### config.mk
export PLATFORM = sky130hd
export DESIGN_NAME = car_speed_ctrl_flat
export DESIGN_NICKNAME = d
export VERILOG_FILES = /design/src/rtl/car_speed_ctrl_pkg.sv /design/src/rtl/car_speed_ctrl_if.sv /design/src/rtl/car_speed_ctrl_next.sv /design/src/rtl/car_speed_ctrl.sv /design/src/flat_wrapper.sv
export SDC_FILE = /design/constraint.sdc
export NUM_CORES = 1
export LEC_CHECK = 0
export BUFFER_PORTS_ARGS = -buffer_cell sky130_fd_sc_hd__buf_2
export CORE_AREA = 2 2 39 41
export CTS_CLUSTER_DIAMETER = 80
export DETAILED_ROUTE_END_ITERATION = 10
export DIE_AREA = 0 0 41 43
export GPL_ROUTABILITY_DRIVEN = 1
export GPL_TIMING_DRIVEN = 1
export HOLD_SLACK_MARGIN = 0.02
export PLACE_DENSITY = 0.3
export SYNTH_ARGS = -nofsm -noshare
export SYNTH_HDL_FRONTEND = slang
export SYNTH_SLANG_ARGS = --single-unit
### constraint.sdc
create_clock -name clock -period 1.1 [get_ports clock]
set_input_delay 0.275 -clock clock [delete_from_list [all_inputs] [get_ports clock]]
set_output_delay 0.275 -clock clock [all_outputs]
set_load 0.1 [all_outputs]
### src/rtl/car_speed_ctrl_pkg.sv
// Shared speed encoding for the car speed controller.
// Optional status pulses are enabled with the CAR_SPEED_STATUS_EN macro.
package car_speed_pkg;

  typedef enum logic [1:0] {
    STOP   = 2'd0,
    SLOW   = 2'd1,
    MEDIUM = 2'd2,
    FAST   = 2'd3
  } speed_t;

  localparam speed_t SPEED_MIN = STOP;
  localparam speed_t SPEED_MAX = FAST;

endpackage

### src/rtl/car_speed_ctrl_if.sv
// Driver-input / speed-output bundle between input conditioning and the controller.
// Status pulse signals exist only when CAR_SPEED_STATUS_EN is defined.
interface car_speed_ctrl_if
  import car_speed_pkg::*;
  ();

  logic   keys;
  logic   brake;
  logic   accelerate;
  speed_t speed;
`ifdef CAR_SPEED_STATUS_EN
  logic   speed_up;
  logic   speed_down;
`endif

  modport master (
    output keys,
    output brake,
    output accelerate,
`ifdef CAR_SPEED_STATUS_EN
    input  speed_up,
    input  speed_down,
`endif
    input  speed
  );

  modport slave (
    input  keys,
    input  brake,
    input  accelerate,
`ifdef CAR_SPEED_STATUS_EN
    output speed_up,
    output speed_down,
`endif
    output speed
  );

endinterface

### src/rtl/car_speed_ctrl_next.sv
// Combinational next-speed function: key-off, then brake, then accelerate, else hold.
module car_speed_next
  import car_speed_pkg::*;
  (
    input  logic   keys,
    input  logic   brake,
    input  logic   accelerate,
    input  speed_t speed_cur,
    output speed_t speed_nxt
  );

  always_comb begin
    speed_nxt = speed_cur;
    if (!keys) begin
      speed_nxt = SPEED_MIN;
    end else if (brake) begin
      // Brake wins over accelerate; floor saturates at STOP.
      if (speed_cur != SPEED_MIN) speed_nxt = speed_t'(speed_cur - 2'd1);
    end else if (accelerate) begin
      if (speed_cur != SPEED_MAX) speed_nxt = speed_t'(speed_cur + 2'd1);
    end
  end

endmodule

### src/rtl/car_speed_ctrl.sv
// Car speed controller top: speed register with synchronous reset.
// Define CAR_SPEED_STATUS_EN to add registered speed_up/speed_down pulses.
module car_speed_ctrl
  import car_speed_pkg::*;
  (
    input  logic             clock,
    input  logic             reset,
    car_speed_ctrl_if.slave  bus
  );

  speed_t speed_reg;
  speed_t speed_next;

  car_speed_next u_next (
    .keys       (bus.keys),
    .brake      (bus.brake),
    .accelerate (bus.accelerate),
    .speed_cur  (speed_reg),
    .speed_nxt  (speed_next)
  );

  always_ff @(posedge clock) begin
    if (reset) begin
      speed_reg <= STOP;
    end else begin
      speed_reg <= speed_next;
    end
  end

  assign bus.speed = speed_reg;

`ifdef CAR_SPEED_STATUS_EN
  logic up_reg;
  logic down_reg;

  // Pulses reflect the change made on the same edge; saturation/hold compare equal.
  always_ff @(posedge clock) begin
    if (reset) begin
      up_reg   <= 1'b0;
      down_reg <= 1'b0;
    end else begin
      up_reg   <= (speed_next > speed_reg);
      down_reg <= (speed_next < speed_reg);
    end
  end

  assign bus.speed_up   = up_reg;
  assign bus.speed_down = down_reg;
`endif

endmodule

### src/flat_wrapper.sv
// flat-port wrapper written by rule: the top's interface ports become plain ports
module car_speed_ctrl_flat import car_speed_pkg::*;
  (clock, reset, bus_keys, bus_brake, bus_accelerate, bus_speed);
  car_speed_ctrl_if bus_i ();
  input  logic clock;
  input  logic reset;
  input wire logic [$bits(bus_i.keys)-1:0] bus_keys;
  input wire logic [$bits(bus_i.brake)-1:0] bus_brake;
  input wire logic [$bits(bus_i.accelerate)-1:0] bus_accelerate;
  output wire logic [$bits(bus_i.speed)-1:0] bus_speed;
  assign bus_i.keys = bus_keys;
  assign bus_i.brake = bus_brake;
  assign bus_i.accelerate = bus_accelerate;
  assign bus_speed = bus_i.speed;
  car_speed_ctrl u_core (.clock(clock), .reset(reset), .bus(bus_i));
endmodule
==> results.sh <==
export IMPL_drive_above_1_share_pct=52.4
export IMPL_cp_slowest_cell="dfxtp_4"
export IMPL_core_area_mm2=0.00138
export IMPL_peakVddDrop_v=0.000253
export IMPL_critPathArrivalTime_ns=0.78
export IMPL_hold_class="primary input to register"
export IMPL_p_per_area_mw_per_mm2=1470
export IMPL_clock_root_buffer="clkbuf_4"
export IMPL_clockBufferDepth=2
export IMPL_diodes=0
export IMPL_syn_inst=11
export IMPL_status="finished clean"
export IMPL_cts_max_level=1
export IMPL_crit_chain="buf_12"
export IMPL_initial_utilization_pct=6.42
export IMPL_max_freq_mhz=952
export IMPL_worstSetupStartpointType="register"
export IMPL_drtAntennaViolNets=0
export IMPL_fp_row_count=14
export IMPL_setup_viol=0
export IMPL_busiest_layer="met4"
export IMPL_synth_seq_cells=2
export IMPL_place_hpwl_um=190
export IMPL_dr_pass1_iters=2
export IMPL_gr_usage_met2_pct=4.06
export IMPL_yosysWarnings=0
export IMPL_largest_reg_flops=2
export IMPL_fin_nets=27
export IMPL_p_leak_nw=0.0793
export IMPL_grt_pass1_vias=105
export IMPL_cts_tree="done"
export IMPL_r2r_cells=3
export IMPL_hold_ws_ns=0.280
export IMPL_max_cap_violations=0
export IMPL_instances_no_fill=37
export IMPL_intPower_mw=0.224
export IMPL_setup_tns_final_ns=0
export IMPL_dp_cells=33
export IMPL_grt_setup_unrepaired="false"
export IMPL_yosys_top_cells_area="dfxtp_1 (45%), a2111oi_1 (11%), a21oi_1 (11%), nand2b_1 (7.0%), nand3_1 (5.6%)"
export IMPL_clk_latency_ns=0.23
export IMPL_seq_area_frac_synth_pct=45.1
export IMPL_path_depth=1
export IMPL_avgSynthCellArea_um2=8.08
export IMPL_die_h_um=43
export IMPL_numCtsBuffers=3
export IMPL_slew_headroom_pct=79.1
export IMPL_place_congestion=0.488
export IMPL_syn_cell_area_um2=88.8
export IMPL_syn_to_final_growth_pct=125
export IMPL_switching_share_pct=24.1
export IMPL_final_cell_mix="buf_2 (4), clkbuf_4 (3), a21oi_1 (2), buf_12 (2)"
export IMPL_grt_pass1_wl_um=351
export IMPL_min_period_over_period_pct=95.5
export IMPL_final_common_cell="buf_2"
export IMPL_vias=114
export IMPL_hold_buffers=0
export IMPL_synth_top_area_share_pct=45.1
export IMPL_wl_um=246
export IMPL_fin_ws_ns=0.0498
export IMPL_path_max_fanout=6
export IMPL_synth_largest_area_cell="dfxtp_1"
export IMPL_ys_types=9
export IMPL_cts_sinks=2
export IMPL_switchingPower_mw=0.0708
export IMPL_combPwrFrac_pct=12.2
export IMPL_worst_pin_slew_ns=0.312
export IMPL_met3_usage_pct=3.14
export IMPL_clock_power_share_pct=61.9
export IMPL_antenna_found_initial=0
export IMPL_hold_depth=2
export IMPL_port_buffers=6
export IMPL_grtUsageMet1_pct=2.55
export IMPL_syn_nets=16
export IMPL_viasPerCell=3.08
export IMPL_path_clk_slew_ns=0.03
export IMPL_skew_ns=0.00549
export IMPL_p_seq_share_pct=26.0
export IMPL_fin_crit_ns=1.05
export IMPL_post_cts_setup_buffer_count=0
export IMPL_drc_errors=0
export IMPL_worst_endpoint_required_ns=0.82
export IMPL_slew_violations=0
export IMPL_final_hold_viol_count=0
export IMPL_path_class="register to primary output"
export IMPL_cp_top_family="flip-flops"
export IMPL_detail_route_wl_per_cell_um=6.65
export IMPL_fp_dieArea_mm2=0.00176
export IMPL_cts_resized=0
export IMPL_cp_num_buf_inv=1
export IMPL_grt_overflow=0
export IMPL_track_usage_pct=3.90
export IMPL_grt_max_degree=7
export IMPL_drtIter0Drc=1
export IMPL_cpPeakStageDelay_ns=0.37
export IMPL_pin_count=7
export IMPL_critPathCaptureType="primary output"
export IMPL_dieWidth_um=41
export IMPL_dp_worst_setup_slack_ns=0.0944
[metrics by stage]
stage                     util, %  area, µm²  total power [mW]
after global placement       12.6        174             0.112
final                        14.5        200             0.294
after global routing         14.5        200             0.310
after CTS                    14.5        200             0.307
after detailed placement     12.6        174             0.114
after floorplan                 -       93.8            0.0954
[layout make-up]
cell class	count	area (µm²)
Clock buffer	4	26.3
Fill cell	155	1180
Inverter	1	3.75
Timing Repair Buffer	6	60.1
Tap cell	16	20.0
Sequential cell	2	45.0
Multi-Input combinational cell	8	45.0
[cell usage after synthesis]
library cell  number
a21oi_1            2
dfxtp_1            2
a2111oi_1          1
inv_1              1
nand2b_1           1
nand3_1            1
nor2_1             1
nor3_1             1
o21ai_0            1
[logic make-up after synthesis]
family | Yosys count | share of synthesized area [%]
DFF | 2 | 45.1
and+or+nand+nor | 4 | 22.5
buffers and inverters | 1 | 4.22
AOI/OAI and AO/OA | 4 | 28.2
[power by group through the flow]
stage | sequential (mW) | clock, mW | combinational (mW)
final | 0.0764 | 0.182 | 0.0358
after global routing | 0.0767 | 0.195 | 0.0383
after CTS | 0.0765 | 0.194 | 0.0363
after floorplan | 0.0884 | 0 | 0.00699
after global placement | 0.0772 | 0 | 0.0352
after detailed placement | 0.0775 | 0 | 0.0362
[layer usage]
layer / wire (µm) / up-vias
met4: 6 / 0
met2: 97 / 7
met3: 43 / 2
met5: 0 / -
met1: 98 / 45
li1: - / 60
[worst paths after layout]
path                                      end  slack, ns                              from
max                              bus_speed[0]       0.05  u_core.bus.speed[0]$_SDFFE_PP0P_
min          u_core.bus.speed[0]$_SDFFE_PP0P_       0.28                         bus_brake
max reg2reg  u_core.bus.speed[0]$_SDFFE_PP0P_       0.19  u_core.bus.speed[0]$_SDFFE_PP0P_
min reg2reg  u_core.bus.speed[0]$_SDFFE_PP0P_       0.49  u_core.bus.speed[0]$_SDFFE_PP0P_
No activity file was read; power rests on OpenSTA's default activity.
